## src/rtl/booth_mult_arbiter.sv

```systemverilog
// Two-requester round-robin front end feeding a sequential radix-2 Booth multiplier.
// One signed N x N product is computed at a time and held until the consumer takes it.
module booth_mult_arbiter #(
  parameter int N = 32
) (
  input  logic           clk,
  input  logic           rst_n,
  input  logic           req0_valid,
  output logic           req0_ready,
  input  logic [N-1:0]   req0_a,
  input  logic [N-1:0]   req0_b,
  input  logic           req1_valid,
  output logic           req1_ready,
  input  logic [N-1:0]   req1_a,
  input  logic [N-1:0]   req1_b,
  output logic           resp_valid,
  input  logic           resp_ready,
  output logic           resp_id,
  output logic [2*N-1:0] resp_product,
  output logic           busy
);
  localparam int CW = $clog2(N + 1);

  typedef enum logic [1:0] {IDLE, RUN, DONE} state_t;

  state_t           state_q, state_d;
  logic [N-1:0]     m_q, m_d;
  logic [N:0]       acc_q, acc_d;
  logic [N-1:0]     mq_q, mq_d;
  logic             qm1_q, qm1_d;
  logic [CW-1:0]    cnt_q, cnt_d;
  logic             owner_q, owner_d;
  logic             last_q, last_d;
  logic             resp_valid_q, resp_valid_d;
  logic             resp_id_q, resp_id_d;
  logic [2*N-1:0]   prod_q, prod_d;
  logic             busy_q, busy_d;

  logic             gnt0, gnt1;
  logic [N-1:0]     a_sel, b_sel;
  logic [N:0]       m_ext, sum, acc_sh;
  logic [N-1:0]     mq_sh;

  // On a tie, the requester not served last wins.
  assign gnt0 = req0_valid && (!req1_valid || last_q);
  assign gnt1 = req1_valid && (!req0_valid || !last_q);
  assign req0_ready = (state_q == IDLE) && gnt0;
  assign req1_ready = (state_q == IDLE) && gnt1;
  assign a_sel = gnt1 ? req1_a : req0_a;
  assign b_sel = gnt1 ? req1_b : req0_b;

  // The extra accumulator bit absorbs 0 - (-2^(N-1)) without overflow.
  assign m_ext = {m_q[N-1], m_q};
  always_comb begin
    sum = acc_q;
    case ({mq_q[0], qm1_q})
      2'b10:   sum = acc_q - m_ext;
      2'b01:   sum = acc_q + m_ext;
      default: sum = acc_q;
    endcase
  end
  assign acc_sh = {sum[N], sum[N:1]};
  assign mq_sh  = {sum[0], mq_q[N-1:1]};

  always_comb begin
    state_d      = state_q;
    m_d          = m_q;
    acc_d        = acc_q;
    mq_d         = mq_q;
    qm1_d        = qm1_q;
    cnt_d        = cnt_q;
    owner_d      = owner_q;
    last_d       = last_q;
    resp_valid_d = resp_valid_q;
    resp_id_d    = resp_id_q;
    prod_d       = prod_q;
    busy_d       = busy_q;
    case (state_q)
      IDLE: begin
        if (gnt0 || gnt1) begin
          m_d     = a_sel;
          mq_d    = b_sel;
          acc_d   = '0;
          qm1_d   = 1'b0;
          cnt_d   = '0;
          owner_d = gnt1;
          busy_d  = 1'b1;
          if (a_sel == '0 || b_sel == '0) begin
            state_d      = DONE;
            resp_valid_d = 1'b1;
            resp_id_d    = gnt1;
            prod_d       = '0;
          end else begin
            state_d = RUN;
          end
        end
      end
      RUN: begin
        acc_d = acc_sh;
        mq_d  = mq_sh;
        qm1_d = mq_q[0];
        cnt_d = cnt_q + CW'(1);
        if (cnt_q == CW'(N - 1)) begin
          state_d      = DONE;
          resp_valid_d = 1'b1;
          resp_id_d    = owner_q;
          prod_d       = {acc_sh[N-1:0], mq_sh};
        end
      end
      DONE: begin
        if (resp_ready) begin
          state_d      = IDLE;
          resp_valid_d = 1'b0;
          busy_d       = 1'b0;
          last_d       = resp_id_q;
        end
      end
      default: begin
        state_d      = IDLE;
        resp_valid_d = 1'b0;
        busy_d       = 1'b0;
      end
    endcase
  end

  always_ff @(posedge clk or negedge rst_n) begin
    if (!rst_n) begin
      state_q      <= IDLE;
      m_q          <= '0;
      acc_q        <= '0;
      mq_q         <= '0;
      qm1_q        <= 1'b0;
      cnt_q        <= '0;
      owner_q      <= 1'b0;
      last_q       <= 1'b1;
      resp_valid_q <= 1'b0;
      resp_id_q    <= 1'b0;
      prod_q       <= '0;
      busy_q       <= 1'b0;
    end else begin
      state_q      <= state_d;
      m_q          <= m_d;
      acc_q        <= acc_d;
      mq_q         <= mq_d;
      qm1_q        <= qm1_d;
      cnt_q        <= cnt_d;
      owner_q      <= owner_d;
      last_q       <= last_d;
      resp_valid_q <= resp_valid_d;
      resp_id_q    <= resp_id_d;
      prod_q       <= prod_d;
      busy_q       <= busy_d;
    end
  end

  assign resp_valid   = resp_valid_q;
  assign resp_id      = resp_id_q;
  assign resp_product = prod_q;
  assign busy         = busy_q;
endmodule

```

## config.mk

```make
export PLATFORM = sky130hd
export DESIGN_NAME = booth_mult_arbiter
export DESIGN_NICKNAME = d
export VERILOG_FILES = /design/src/rtl/booth_mult_arbiter.sv
export SDC_FILE = /design/constraint.sdc
export NUM_CORES = 1
export LEC_CHECK = 0
export BUFFER_PORTS_ARGS = -buffer_cell sky130_fd_sc_hd__buf_2
export CAP_MARGIN = 25
export CORE_MARGIN = 2
export CORE_UTILIZATION = 45
export DETAILED_ROUTE_END_ITERATION = 16
export GPL_TIMING_DRIVEN = 0
export HOLD_SLACK_MARGIN = 0.1
export PLACE_DENSITY = 0.77
export RECOVER_POWER = 25
export SYNTH_ARGS = -nofsm -noshare
export SYNTH_HDL_FRONTEND = slang
export SYNTH_SLANG_ARGS = --single-unit
```

## constraint.sdc

```tcl
create_clock -name clk -period 4 [get_ports clk]
set_input_delay 1 -clock clk [delete_from_list [all_inputs] [get_ports clk]]
set_output_delay 1 -clock clk [all_outputs]
set_load 0.05 [all_outputs]
```

==> flow_summary.toml, run 1 <==
[placed_design]
place_ws_ps = -619.8
io_buffer_count = 201
gp_congestion = 0.8949
dpl-instance-area_mm2 = 0.01179
place_hpwl_um = 25080

[final_layout]
syn_to_final_growth_pct = 29.23
finalNetCount = 1617
final_common_cell = "nand2_1"
drive_above_1_share = 0.2868
stdcell_area_mm2 = 0.01338
fin_util = 0.5908
diodes = 0
final_cell_mix = "nand2_1 (223), buf_2 (200), dfrtp_1 (172)"

[timing]
rsz0062_at_grt = "yes"
fmax_mhz = 232.0
layout_min_cycle_time_ps = 4311
slew_viol_final = 89
period_share = 1.078
relSlewSlack = -0.4937
setup_slack_ps = -311.2
hold_violations = 0
fin_tns_setup_ps = -3679
finalClockSkew_ps = 15.74
setup_violations = 27
tightest_slew_ps = 2241

[global_routing]
grt_max_degree = 89
grt_use_total = 0.2803
grt_pass1_wl_um = 52820
first_global_vias = 9879
antenna_found_initial = 1
globalRouteOverflowTotal = 0

[floorplanning]
initial_core_util = 0.4572
die_h_um = 155.7
dieArea_mm2 = 0.02423
num_rows = 55
core_mm2 = 0.02264
ios = 202
die_width_um = 155.7

[route]
via_per_inst = 5.833
num_vias = 10190
firstDrtPassIters = 5
drtAntennaViolNets = 0
wl_per_cell_um = 19.69
drt-total-wl_um = 34380
top_layer_used = "met5"
drtIter0Drc = 781
drcViolationCount = 0
wirelength_met1_um = 14070
route.met2.wl_um = 16400
met3WireLength_um = 2525

[worst_setup_path]
worstSetupStartpointType = "flip-flop"
crit_path_max_fanout = 5
worstPathArrival_ps = 4680
cp.required_ps = 4370
crit_path_end_kind = "flip-flop"
critPathKind = "flip-flop to flip-flop"

[synthesis]
synth_edf_count = 0
ys_warn_count = 0
ys_ff_latch = 174
synth.net_count = 1347
ys_async_sr_fraction = 1.000
synth_seq_area_share = 0.4208
ys.flop_type = "dfrtp_1"
synth_cell_types = 69
syn_inst = 1178
avgSynthCellArea_um2 = 8.787
synth_area_mm2 = 0.01035

[worst_hold_path]
hold_path.class = "flip-flop to flip-flop"

[clocking]
cts.sinks = 174
cts_buffers = 17
htree_num_levels = 4
cts_tree = "yes"
root_buffer = "clkbuf_16"
cts.path.max_buffers = 2
cts.clk_slew.worst_paths_ps = 80
worstSkewPairLatency_ps = 460

[run_status]
status = "finished, violations left"
violations = "max-capacitance violations, max-slew violations, negative setup slack"

[flow_run]
maxCapViolCount = 1
[cell type report]
class	count	area, µm²
clock buffer	17	425.4
timing repair buffer	255	1433
clock inverter	15	215.2
buffer	64	264.0
multi-input combinational	916	6251
inverter	20	75.07
fill	1905	9264
sequential	174	4357
tap	285	356.6
[timing repair]
item                       4_1_cts  5_1_grt
pin swaps                       49       45
gates cloned                     0        0
setup endpoints to repair       36       40
buffers inserted                38       19
resized for setup               92       59
hold buffers                     0        0
[path summary, 6_finish.rpt]
kind,startpoint,to,slack [ps],cells past startpoint
max,m_q[6]$_DFFE_PN0P_,resp_product[62]$_DFFE_PN0P_,-310,20
min reg2reg,resp_product[40]$_DFFE_PN0P_,resp_product[40]$_DFFE_PN0P_,480,2
max reg2reg,m_q[6]$_DFFE_PN0P_,resp_product[62]$_DFFE_PN0P_,-310,20
max in group asynchronous,rst_n,m_q[4]$_DFFE_PN0P_,440,2
min,resp_product[40]$_DFFE_PN0P_,resp_product[40]$_DFFE_PN0P_,480,2
min in group asynchronous,rst_n,acc_q[20]$_DFFE_PN0P_,1170,1
[stage by stage]
step                      instances  hold slack, ps
after floorplan                1178           449.7
after global placement         1664           457.5
after detailed placement       1665           460.9
after CTS                      1731           478.2
after global routing           1746           498.9
final                          1746           476.4
[flip-flops by register name (all words and copies together) (netlist names), 2 cells and up]
signal and count:
resp_product 64, mq_q 32, acc_q 32, m_q 32
state_q 2, cnt_q 6
[worst max-delay path, stage by stage (launching register included)]
cell,delay (ps)
dfrtp_1,390
or4_4,580
buf_6,150
nor4_4,120
buf_4,190
nand4_1,190
nor4_4,290
buf_4,180
a31oi_2,90
xor2_1,160
ha_1,320
nand2_2,120
nand2b_4,70
a21oi_2,130
o21bai_2,100
or3_1,330
a211oi_2,250
a21oi_2,90
xor2_1,170
nor2_1,80
o31ai_1,220
[logic make-up (layout without fill, tap and decap cells)]
group / count (synthesis) / after routing / share of synthesized area
simple gates: 409 / 409 / 0.1795
mux: 81 / 81 / 0.07929
flops: 174 / 174 / 0.4208
compound gates: 328 / 328 / 0.1916
xor+xnor: 62 / 62 / 0.05246
fa+ha+maj: 36 / 36 / 0.04424
buf+inv: 88 / 371 / 0.03215
[synthesized netlist by cell type (all sizes together) (20+ instances only)]
| library cell | number | share of area |
|---|---|---|
| nand2 | 229 | 0.083 |
| dfrtp | 173 | 0.42 |
| xnor2 | 25 | 0.021 |
| clkbuf | 56 | 0.020 |
| o21a | 31 | 0.022 |
| ha | 35 | 0.042 |
| nor4 | 38 | 0.026 |
| o21ai | 152 | 0.073 |
| inv | 20 | 0.0073 |
| mux2i | 73 | 0.071 |
| nor2 | 65 | 0.024 |
| a21o | 24 | 0.017 |
| xor2 | 37 | 0.031 |
| a21oi | 61 | 0.029 |
[layer usage]
metal,GRT usage,up-vias
met5,0,-
met1,0.3671,4907
met2,0.4625,466
met4,0.1158,2
li1,-,4706
met3,0.04778,104
Power of run 1 is left out: the tool's default activity adds up to more than one toggle a clock period on the data nets, which glitch-free logic cannot reach.
==> run 2: changes to the inputs <==
--- a/config.mk
+++ b/config.mk
@@ -12,7 +12,8 @@
 export DETAILED_ROUTE_END_ITERATION = 16
 export GPL_TIMING_DRIVEN = 0
 export HOLD_SLACK_MARGIN = 0.1
-export PLACE_DENSITY = 0.77
+export MAX_ROUTING_LAYER = met4
+export PLACE_DENSITY = 0.74
 export RECOVER_POWER = 25
 export SYNTH_ARGS = -nofsm -noshare
 export SYNTH_HDL_FRONTEND = slang
==> constraint.sdc (replaced) <==
create_clock -name clk -period 4.8 [get_ports clk]
set_input_delay 1.2 -clock clk [delete_from_list [all_inputs] [get_ports clk]]
set_output_delay 1.2 -clock clk [all_outputs]
set_load 0.05 [all_outputs]
==> run 2 against run 1 <==
Effect of this change: the run ends with max-capacitance violations, max-slew violations left; final cell count down 2.5%; sequential cell count did not move; maximum frequency down 7.4%; critical path depth decreased by 2; cell area decreased by 6.4%; clock skew up 4.4 ps; first-iteration DRC count decreased by 12%; sequential share of layout area up 2.2 points; core utilization decreased by 3.8 points; clock-buffer cell count did not move; die area did not move; non-clock buffer count shrank 43.
==> flow_summary.toml, run 2 (same netlist as run 1, synthesis figures left out) <==
[run_status]
status = "finished, violations left"
violations = "max-capacitance violations, max-slew violations"

[final_layout]
syn_to_final_growth_pct = 21.02
multi_input_area_mm2 = 0.005756
final_common_cell = "nand2_1"
final_cell_mix = "nand2_1 (228), buf_2 (200), dfrtp_1 (173)"
diodes = 0
drive_above_1_share = 0.2003
finalNetCount = 1574
regArea_mm2 = 0.004355
largest_reg_flops = 64
fill_cells = 2058
fin_util = 0.5533

[route]
drtAntennaViolNets = 0
via_per_inst = 5.788
drtIter0Drc = 684
num_vias = 9857
wl_per_cell_um = 19.63
firstDrtPassIters = 5
drt-total-wl_um = 33430
drcViolationCount = 0

[placed_design]
io_buffer_count = 201
gp_congestion = 0.9481
place_hpwl_um = 25630

[global_routing]
grt_use_total = 0.2829
globalRouteOverflowTotal = 0
grt_max_degree = 99
antenna_found_initial = 0
grt_pass1_wl_um = 51220
first_global_vias = 9421

[clocking]
root_buffer = "clkbuf_16"
htree_num_levels = 4
cts_buffers = 17
cts.sinks = 174
cts.path.max_buffers = 2
worstSkewPairLatency_ps = 460
cts.clk_slew.worst_paths_ps = 80
cts_tree = "yes"

[floorplanning]
die_h_um = 155.7
initial_core_util = 0.4572
num_rows = 55
die_width_um = 155.7
ios = 202
dieArea_mm2 = 0.02423
core_mm2 = 0.02264

[worst_setup_path]
crit_buf_inv = 2
worst-r2r-setup-slack_ps = 140
worstPathArrival_ps = 5040
critical_path.cell_chain = "inv_2 > ha_4 > or3b_4 > nor4_4 > nand4_1 > nor4_4 > buf_4 > nor2_1 > xnor2_1 > ha_2 > nor2b_2 > nor2_2 > o211ai_2 > o311a_1 > o21bai_1 > a21oi_1 > or4_4 > a21oi_2"
crit_path_end = "resp_product[61]$_DFFE_PN0P_"
r2r-end = "resp_product[61]$_DFFE_PN0P_"
crit_top_cell = "nor4_4"
worst_path_max_delay_cell = "or4_4"
worstSetupStartpointType = "flip-flop"
timing.rr.start = "m_q[1]$_DFFE_PN0P_"
crit_path_end_kind = "flip-flop"
crit_family = "simple AND/OR/NAND/NOR gates"
crit_cells = 18
critPathKind = "flip-flop to flip-flop"
cp-startpoint = "m_q[1]$_DFFE_PN0P_"
r2r_cells = 18
slowest_delay_ps = 500
cp.required_ps = 5180
crit_path_max_fanout = 6

[timing]
layout_min_cycle_time_ps = 4657
hold_violations = 0
fmax_mhz = 214.7
finalClockSkew_ps = 20.19
period_share = 0.9702
tightest_slew_ps = 1997
slew_viol_final = 78
setup_violations = 0
relSlewSlack = -0.3312

[flow_run]
maxCapViolCount = 1

[worst_hold_path]
hold_path.class = "flip-flop to flip-flop"
run 2: metal layers:
layer,global-route usage,share of wire,vias to the layer above,wire length [µm]
li1,-,-,4631,-
met1,0.3816,0.45,4794,14930
met2,0.4503,0.47,393,15750
met3,0.04611,0.066,39,2190
met4,0.06684,0.017,0,564
met5,-,0,-,0
run 2: final cells by class:
cell class                      instances  share of cell area
Sequential cell                       174              0.3477
Tap cell                              285             0.02847
Clock buffer                           17             0.03396
Buffer                                 65             0.01978
Clock inverter                         15             0.01858
Timing Repair Buffer                  211             0.08610
Inverter                               20            0.005993
Multi-Input combinational cell        916              0.4594
run 2: worst min-delay path by stage:
stage	startpoint	endpoint	slack, ps	depth (start not counted)
CTS	resp_product[49]$_DFFE_PN0P_	resp_product[49]$_DFFE_PN0P_	480	2
floorplan	mq_q[10]$_DFFE_PN0P_	mq_q[10]$_DFFE_PN0P_	450	2
global placement	resp_product[42]$_DFFE_PN0P_	resp_product[42]$_DFFE_PN0P_	460	2
finish	resp_product[49]$_DFFE_PN0P_	resp_product[49]$_DFFE_PN0P_	480	2
global route	resp_product[54]$_DFFE_PN0P_	resp_product[54]$_DFFE_PN0P_	500	2
detailed placement	resp_product[49]$_DFFE_PN0P_	resp_product[49]$_DFFE_PN0P_	470	2
run 2: repair_timing:
item | 4_1_cts | 5_1_grt
hold endpoints to repair | 0 | 0
cloned | 0 | 0
pin swaps | 0 | 13
buffers inserted | 0 | 9
resized for setup | 1 | 21
hold buffers | 0 | 0
setup endpoints to repair | 1 | 8
run 2: metrics by stage:
step,TNS [ps],area (µm²),setup slack [ps],instances,hold WS [ps]
final,0,12530,143.2,1703,480.8
after floorplan,0,10350,628.6,1178,449.7
after global routing,-28.34,12530,-28.34,1703,499.5
after global placement,-42300,11710,-268.7,1664,456.9
after CTS,0,12410,11.75,1697,483.1
after detailed placement,-107.8,11750,-107.8,1665,465.9
run 2: worst register-to-register path, cell delays in order, from the launching register on:
cell	delay [ps]
dfrtp_1	430
inv_2	80
ha_4	130
or3b_4	380
nor4_4	360
nand4_1	240
nor4_4	390
buf_4	190
nor2_1	50
xnor2_1	280
ha_2	360
nor2b_2	170
nor2_2	110
o211ai_2	110
o311a_1	380
o21bai_1	170
a21oi_1	110
or4_4	500
a21oi_2	160
Power of run 2 is left out for the same reason.
